===== src/rtl/breather_pkg.sv =====
// Shared types for the breathing-light driver: operating mode and ramp direction.
package breather_pkg;

  typedef enum logic [1:0] {
    MODE_OFF     = 2'd0,
    MODE_STEADY  = 2'd1,
    MODE_BREATHE = 2'd2,
    MODE_BLINK   = 2'd3
  } mode_e;

  typedef enum logic {
    DIR_UP   = 1'b0,
    DIR_DOWN = 1'b1
  } dir_e;

endpackage


===== src/rtl/breath_ramp.sv =====
// Prescaled triangle ramp: level walks 0..MAX..0 one step per STEP_CYC cycles,
// strobing cycle on the step that brings it back to 0.
module breath_ramp
  import breather_pkg::*;
#(
  parameter int PWM_W    = 8,
  parameter int STEP_CYC = 61035
) (
  input  logic             clk_i,
  input  logic             rst_ni,
  input  mode_e            mode,
  output logic [PWM_W-1:0] level,
  output dir_e             dir,
  output logic             cycle
);

  localparam int              PS_W    = (STEP_CYC > 1) ? $clog2(STEP_CYC) : 1;
  localparam logic [PS_W-1:0] PS_LAST = PS_W'(STEP_CYC - 1);
  localparam logic [PWM_W-1:0] MAX    = {PWM_W{1'b1}};

  logic [PS_W-1:0] prescale;
  logic            tick;
  logic            ramping;

  assign tick    = (prescale == PS_LAST);
  assign ramping = (mode == MODE_BREATHE) || (mode == MODE_BLINK);

  // OFF clamps the ramp to its reset state on the very next edge
  always_ff @(posedge clk_i or negedge rst_ni) begin
    if (!rst_ni) begin
      prescale <= {PS_W{1'b0}};
      level    <= {PWM_W{1'b0}};
      dir      <= DIR_UP;
      cycle    <= 1'b0;
    end else if (mode == MODE_OFF) begin
      prescale <= {PS_W{1'b0}};
      level    <= {PWM_W{1'b0}};
      dir      <= DIR_UP;
      cycle    <= 1'b0;
    end else begin
      prescale <= tick ? {PS_W{1'b0}} : prescale + {{(PS_W-1){1'b0}}, 1'b1};
      cycle    <= 1'b0;
      if (ramping && tick) begin
        case (dir)
          DIR_UP: begin
            level <= level + {{(PWM_W-1){1'b0}}, 1'b1};
            if (level == MAX - {{(PWM_W-1){1'b0}}, 1'b1}) begin
              dir <= DIR_DOWN;
            end
          end
          DIR_DOWN: begin
            level <= level - {{(PWM_W-1){1'b0}}, 1'b1};
            if (level == {{(PWM_W-1){1'b0}}, 1'b1}) begin
              dir   <= DIR_UP;
              cycle <= 1'b1;
            end
          end
          default: dir <= DIR_UP;
        endcase
      end
    end
  end

endmodule


===== src/rtl/pwm_breather.sv =====
// Multi-channel breathing-light driver: ramp level -> duty (optional gamma),
// period-latched duty compared against a free-running PWM counter.
module pwm_breather
  import breather_pkg::*;
#(
  parameter int CH       = 3,
  parameter int PWM_W    = 8,
  parameter int STEP_CYC = 61035,
  parameter int GAMMA    = 0
) (
  input  logic             clk_i,
  input  logic             rst_ni,
  input  logic [1:0]       mode_i,
  input  logic [CH-1:0]    rgb_i,
  output logic [CH-1:0]    rgb_o,
  output logic [PWM_W-1:0] level_o,
  output logic             cycle_o
);

  localparam logic [PWM_W-1:0] MAX = {PWM_W{1'b1}};

  // Quadratic map keeps the top half of level^2; full scale is pinned to MAX
  function automatic logic [PWM_W-1:0] gamma_map(input logic [PWM_W-1:0] lvl);
    logic [2*PWM_W-1:0] sq;
    sq = {{PWM_W{1'b0}}, lvl} * {{PWM_W{1'b0}}, lvl};
    if (GAMMA == 0)      return lvl;
    else if (lvl == MAX) return MAX;
    else                 return PWM_W'(sq >> PWM_W);
  endfunction

  mode_e            mode_in;
  mode_e            mode_q;
  dir_e             dir;
  logic [PWM_W-1:0] level;
  logic [PWM_W-1:0] duty_next;
  logic [PWM_W-1:0] duty_q;
  logic [PWM_W-1:0] pwm_cnt;
  logic             boundary;
  logic             on;
  logic [CH-1:0]    gated;

  assign mode_in = mode_e'(mode_i);
  assign level_o = level;

  breath_ramp #(
    .PWM_W   (PWM_W),
    .STEP_CYC(STEP_CYC)
  ) u_ramp (
    .clk_i (clk_i),
    .rst_ni(rst_ni),
    .mode  (mode_in),
    .level (level),
    .dir   (dir),
    .cycle (cycle_o)
  );

  always_comb begin
    duty_next = {PWM_W{1'b0}};
    case (mode_in)
      MODE_OFF:     duty_next = {PWM_W{1'b0}};
      MODE_STEADY:  duty_next = MAX;
      MODE_BREATHE: duty_next = gamma_map(level);
      MODE_BLINK:   duty_next = (dir == DIR_UP) ? MAX : {PWM_W{1'b0}};
      default:      duty_next = {PWM_W{1'b0}};
    endcase
  end

  assign boundary = (pwm_cnt == MAX - {{(PWM_W-1){1'b0}}, 1'b1});

  // Duty only moves at the period boundary, except OFF which kills it at once
  always_ff @(posedge clk_i or negedge rst_ni) begin
    if (!rst_ni) begin
      pwm_cnt <= {PWM_W{1'b0}};
      duty_q  <= {PWM_W{1'b0}};
      mode_q  <= MODE_OFF;
    end else begin
      pwm_cnt <= boundary ? {PWM_W{1'b0}} : pwm_cnt + {{(PWM_W-1){1'b0}}, 1'b1};
      if (mode_in == MODE_OFF) begin
        duty_q <= {PWM_W{1'b0}};
        mode_q <= MODE_OFF;
      end else if (boundary) begin
        duty_q <= duty_next;
        mode_q <= mode_in;
      end
    end
  end

  assign on = (mode_in != MODE_OFF) && (mode_q != MODE_OFF) && (pwm_cnt < duty_q);

  for (genvar c = 0; c < CH; c++) begin : g_ch
    assign gated[c] = rgb_i[c] & on;
  end

  always_ff @(posedge clk_i or negedge rst_ni) begin
    if (!rst_ni) begin
      rgb_o <= {CH{1'b0}};
    end else begin
      rgb_o <= gated;
    end
  end

endmodule


===== config.mk =====
export PLATFORM = sky130hd
export DESIGN_NAME = pwm_breather
export DESIGN_NICKNAME = d
export VERILOG_FILES = /design/src/rtl/breather_pkg.sv /design/src/rtl/breath_ramp.sv /design/src/rtl/pwm_breather.sv
export SDC_FILE = /design/constraint.sdc
export NUM_CORES = 1
export LEC_CHECK = 0
export ABC_CLOCK_PERIOD_IN_PS = 2400
export CORE_MARGIN = 3
export CORE_UTILIZATION = 42
export CTS_BUF_LIST = sky130_fd_sc_hd__clkbuf_8
export CTS_CLUSTER_DIAMETER = 200
export CTS_CLUSTER_SIZE = 30
export DETAILED_ROUTE_END_ITERATION = 6
export GPL_TIMING_DRIVEN = 0
export PLACE_DENSITY = 0.57
export SLEW_MARGIN = 10
export SYNTH_ARGS = -nofsm -noshare
export SYNTH_HDL_FRONTEND = slang
export SYNTH_SLANG_ARGS = --single-unit

===== constraint.sdc =====
create_clock -name clk_i -period 2.4 [get_ports clk_i]
set_input_delay 0.24 -clock clk_i [delete_from_list [all_inputs] [get_ports clk_i]]
set_output_delay 0.24 -clock clk_i [all_outputs]
set_load 0.1 [all_outputs]

==> flow_metrics.py <==
metrics = {
    "outcome": {
        "status": "completed",
    },
    "floorplanning": {
        "io_pins": 19,
        "floorplan.initialDensity_pct": 45.0,
        "core.rowCount": 27,
        "dieArea_mm2": 0.00709,
        "core-area_mm2": 0.00571,
        "chipWidth_um": 84.2,
        "die_h_um": 84.2,
    },
    "power": {
        "swShare_pct": 24.5,
        "power.share.sequential_pct": 53.0,
        "cellLeakagePower_nw": 1.21,
        "finalPower_mw": 1.57,
        "vdd_ir_drop_max_mv": 0.442,
        "portion_of_total_power_attributed_to_the_clock_network_pct": 38.1,
        "power.internal_mw": 1.18,
        "pwr_density_mw_per_mm2": 526,
        "share_comb_of_total_power_pct": 8.9,
        "netSwitchingPower_mw": 0.384,
    },
    "global_route": {
        "first_global_vias": 1919,
        "antenna_found_initial": 0,
        "grt.total_usage_pct": 15.2,
        "pin_count_of_the_biggest_net_entering_global_routing": 30,
        "use_met3_pct": 2.94,
        "global_route.usage.met1_pct": 19.7,
        "grt_overflow": 0,
        "globalRoute.busiestLayer": "met2",
        "global_route_wire_length_before_repair_um": 8950,
        "grt_use_met2_pct": 26.5,
    },
    "placed_design": {
        "gp_congestion": 0.800,
        "cell_area_after_placement_mm2": 0.00285,
        "hpwl_um": 3740,
        "place.detailed.instances": 355,
        "numPortBuffers": 18,
    },
    "cts": {
        "clk_pin_slew_worst_paths_ns": 0.09,
        "cts-buffers-inserted": 5,
        "cts_htree_levels": 2,
        "clk-insertion-delay-late_ns": 0.30,
        "post_cts_hold_buffer_count": 1,
        "clockBufferDepth": 2,
        "clock_tree.root_cell": "sky130_fd_sc_hd__clkbuf_8",
        "postCtsSetupRepairBufs": 0,
        "cts_resized": 0,
        "clock-sinks": 47,
        "tritoncts_clock_tree": "done",
    },
    "finish": {
        "syn_to_final_growth_pct": 16.0,
        "nets_finish": 313,
        "layout.area.seq_mm2": 0.00118,
        "final_design_utilization_pct": 52.2,
        "num-fill-cells": 536,
        "area_occupied_by_multi_input_gates_mm2": 0.00126,
        "final_design_area_no_fill_mm2": 0.00298,
        "drive_gt1_share_pct": 7.88,
        "mostFrequentLayoutCells": "47 x sky130_fd_sc_hd__nor2_1, 47 x sky130_fd_sc_hd__dfrtp_1, 17 x sky130_fd_sc_hd__clkdlybuf4s50_1",
        "layout.cells.non_filler": 364,
        "antenna_cells": 0,
    },
    "synthesis": {
        "synthDistinctLibCells": 40,
        "asyncSetResetFlopFracSynth_pct": 100,
        "syn-num-nets": 286,
        "yosys_register_bits": 47,
        "syn_avg_cell_area_um2": 9.73,
        "synthesis.area_mm2": 0.00257,
        "synth_edf_count": 0,
        "instance_count_of_the_mapped_netlist": 264,
        "yosys_warnings": 0,
        "synth_ff_type": "sky130_fd_sc_hd__dfrtp_1",
        "synth.yosys.seq_area_share_pct": 45.8,
    },
    "worst_setup_path": {
        "reg2regPathDepth": 5,
        "crit_slowest_cell": "sky130_fd_sc_hd__clkdlybuf4s50_1",
        "critPathBufInv": 1,
        "worstPathRequired_ns": 2.16,
        "worstSetupStartpoint": "u_ramp.level[0]",
        "worst_setup_path_type": "flop to primary output",
        "worst_r2r_startpoint": "u_ramp.prescale[12]",
        "critical_path.reg2reg.endpoint": "u_ramp.prescale[13]",
        "timing.critical_path.slowest_cell_delay_ns": 1.19,
        "arrival_time_of_data_at_the_critical_path_endpoint_ns": 1.98,
        "critPathTopFamily": "buffers and inverters",
        "crit_path_cell_trace": "clkdlybuf4s50_1",
        "worst-path-stages": 1,
        "worst_setup_path_endpoint": "level_o[0]",
        "path_max_fanout": 9,
        "worst_setup_path_start_kind": "flop",
        "worst_setup_path_end_kind": "primary output",
        "setup.reg_to_reg.worst_slack_ns": 0.25,
    },
    "routing": {
        "routed_wl_um": 5100,
        "num_vias": 1913,
        "vias_per_cell": 5.26,
        "first_pass_iters": 4,
        "drt.antenna.violating_nets": 0,
        "wire_per_inst_um": 14.0,
        "detail_route.iter0.violations": 101,
        "route.detailed.drc": 0,
    },
    "timing": {
        "worstMarginPinSlew_ns": 0.965,
        "timing.final.setup_violations": 0,
        "report.final.hold_viol_count": 0,
        "fmaxAchievable_mhz": 450,
        "layout_min_cycle_time_ns": 2.22,
        "rsz0062_at_grt": "no",
        "number_of_max_slew_violations_in_the_final_report": 0,
        "maxSlewHeadroom_pct": 35.5,
        "final.setup_skew_ns": 0.00612,
        "fin_crit_sh_pct": 92.7,
    },
    "hold_path": {
        "timing.hold.worst.class": "input port to async pin",
    },
    "flow_run": {
        "max-cap-violations": 0,
    },
}
==> registers in the layout (all words and copies together), names as in the netlist <==
register and flops:
duty_q 8, u_ramp.dir 1, mode_q 2, pwm_cnt 8, u_ramp.cycle 1, u_ramp.prescale 16, u_ramp.level 8, rgb_o 3
==> cell families (layout without fill, tap and decap cells) <==
logic type | Yosys count | after routing | synth area share, %
compound gates | 38 | 38 | 11.2
buf+inv | 27 | 55 | 4.92
xor+xnor | 19 | 19 | 6.48
mux | 2 | 2 | 0.780
flops | 47 | 47 | 45.8
simple gates | 116 | 116 | 23.5
fa+ha+maj | 15 | 15 | 7.31
==> power groups by stage <==
stage | Sequential, mW | Clock [mW] | Combinational [mW]
floorplan | 0.844 | 0 | 0.0885
global placement | 0.846 | 0 | 0.138
detailed placement | 0.847 | 0 | 0.141
CTS | 0.831 | 0.618 | 0.143
global route | 0.835 | 0.646 | 0.161
finish | 0.831 | 0.597 | 0.139
==> area by class of cell <==
cell class / instances / area share [%]
flip-flops and latches: 47 / 39.5
clock inverters: 3 / 1.60
repair buffers: 20 / 6.89
well taps: 72 / 3.02
multi-input cells: 190 / 42.5
plain buffers: 14 / 2.60
clock buffers: 5 / 2.31
inverters: 13 / 1.64
==> layer usage <==
metal	routed length, µm	vias up	part of all wire (%)
met5	0	-	0
met4	25	0	0.49
met3	120	2	2.4
met2	2480	18	49
met1	2480	900	49
li1	-	993	-
==> how the worst min path moves through the flow <==
stage,start,cells past startpoint,endpoint
after floorplan,rst_ni,0,duty_q[0]
after global placement,mode_q[0],2,mode_q[0]
after detailed placement,rst_ni,1,u_ramp.level[3]
after CTS,rst_ni,2,u_ramp.level[3]
after global routing,rst_ni,2,u_ramp.prescale[3]
final,rst_ni,2,u_ramp.level[3]
==> through the flow <==
| step | TNS (ns) | setup WS [ns] | hold WS (ns) |
|---|---|---|---|
| finish | 0 | 0.176 | 0.421 |
| global placement | -13.77 | -0.296 | 0.491 |
| detailed placement | 0 | 0.258 | 0.219 |
| CTS | 0 | 0.155 | 0.424 |
| global route | 0 | 0.0887 | 0.453 |
| floorplan | 0 | 0.333 | -0.0556 |
==> synth_stat cells (2+ instances only) <==
cell / n / area share, %
sky130_fd_sc_hd__nand3_1: 13 / 2.5
sky130_fd_sc_hd__inv_1: 13 / 1.9
sky130_fd_sc_hd__and4_1: 4 / 1.4
sky130_fd_sc_hd__nor2_1: 47 / 6.9
sky130_fd_sc_hd__xor2_1: 7 / 2.4
sky130_fd_sc_hd__nor4b_1: 2 / 0.68
sky130_fd_sc_hd__or3_1: 2 / 0.49
sky130_fd_sc_hd__mux2i_1: 2 / 0.78
sky130_fd_sc_hd__and2_1: 3 / 0.73
sky130_fd_sc_hd__o31ai_1: 2 / 0.58
sky130_fd_sc_hd__or4_2: 2 / 0.68
sky130_fd_sc_hd__o21ai_0: 4 / 0.78
sky130_fd_sc_hd__nor4_1: 6 / 1.5
sky130_fd_sc_hd__xnor2_1: 12 / 4.1
sky130_fd_sc_hd__o31ai_2: 4 / 1.9
sky130_fd_sc_hd__clkbuf_1: 11 / 1.6
sky130_fd_sc_hd__or4_4: 2 / 0.88
sky130_fd_sc_hd__a2111oi_0: 9 / 3.1
sky130_fd_sc_hd__buf_6: 2 / 0.88
sky130_fd_sc_hd__nand4_1: 11 / 2.7
sky130_fd_sc_hd__o211ai_1: 6 / 1.8
sky130_fd_sc_hd__a21oi_1: 8 / 1.6
sky130_fd_sc_hd__ha_1: 15 / 7.3
sky130_fd_sc_hd__nor3_1: 5 / 0.97
sky130_fd_sc_hd__nand2_1: 11 / 1.6
sky130_fd_sc_hd__dfrtp_1: 47 / 46
Note: power is estimated with default switching activity, not from simulation.
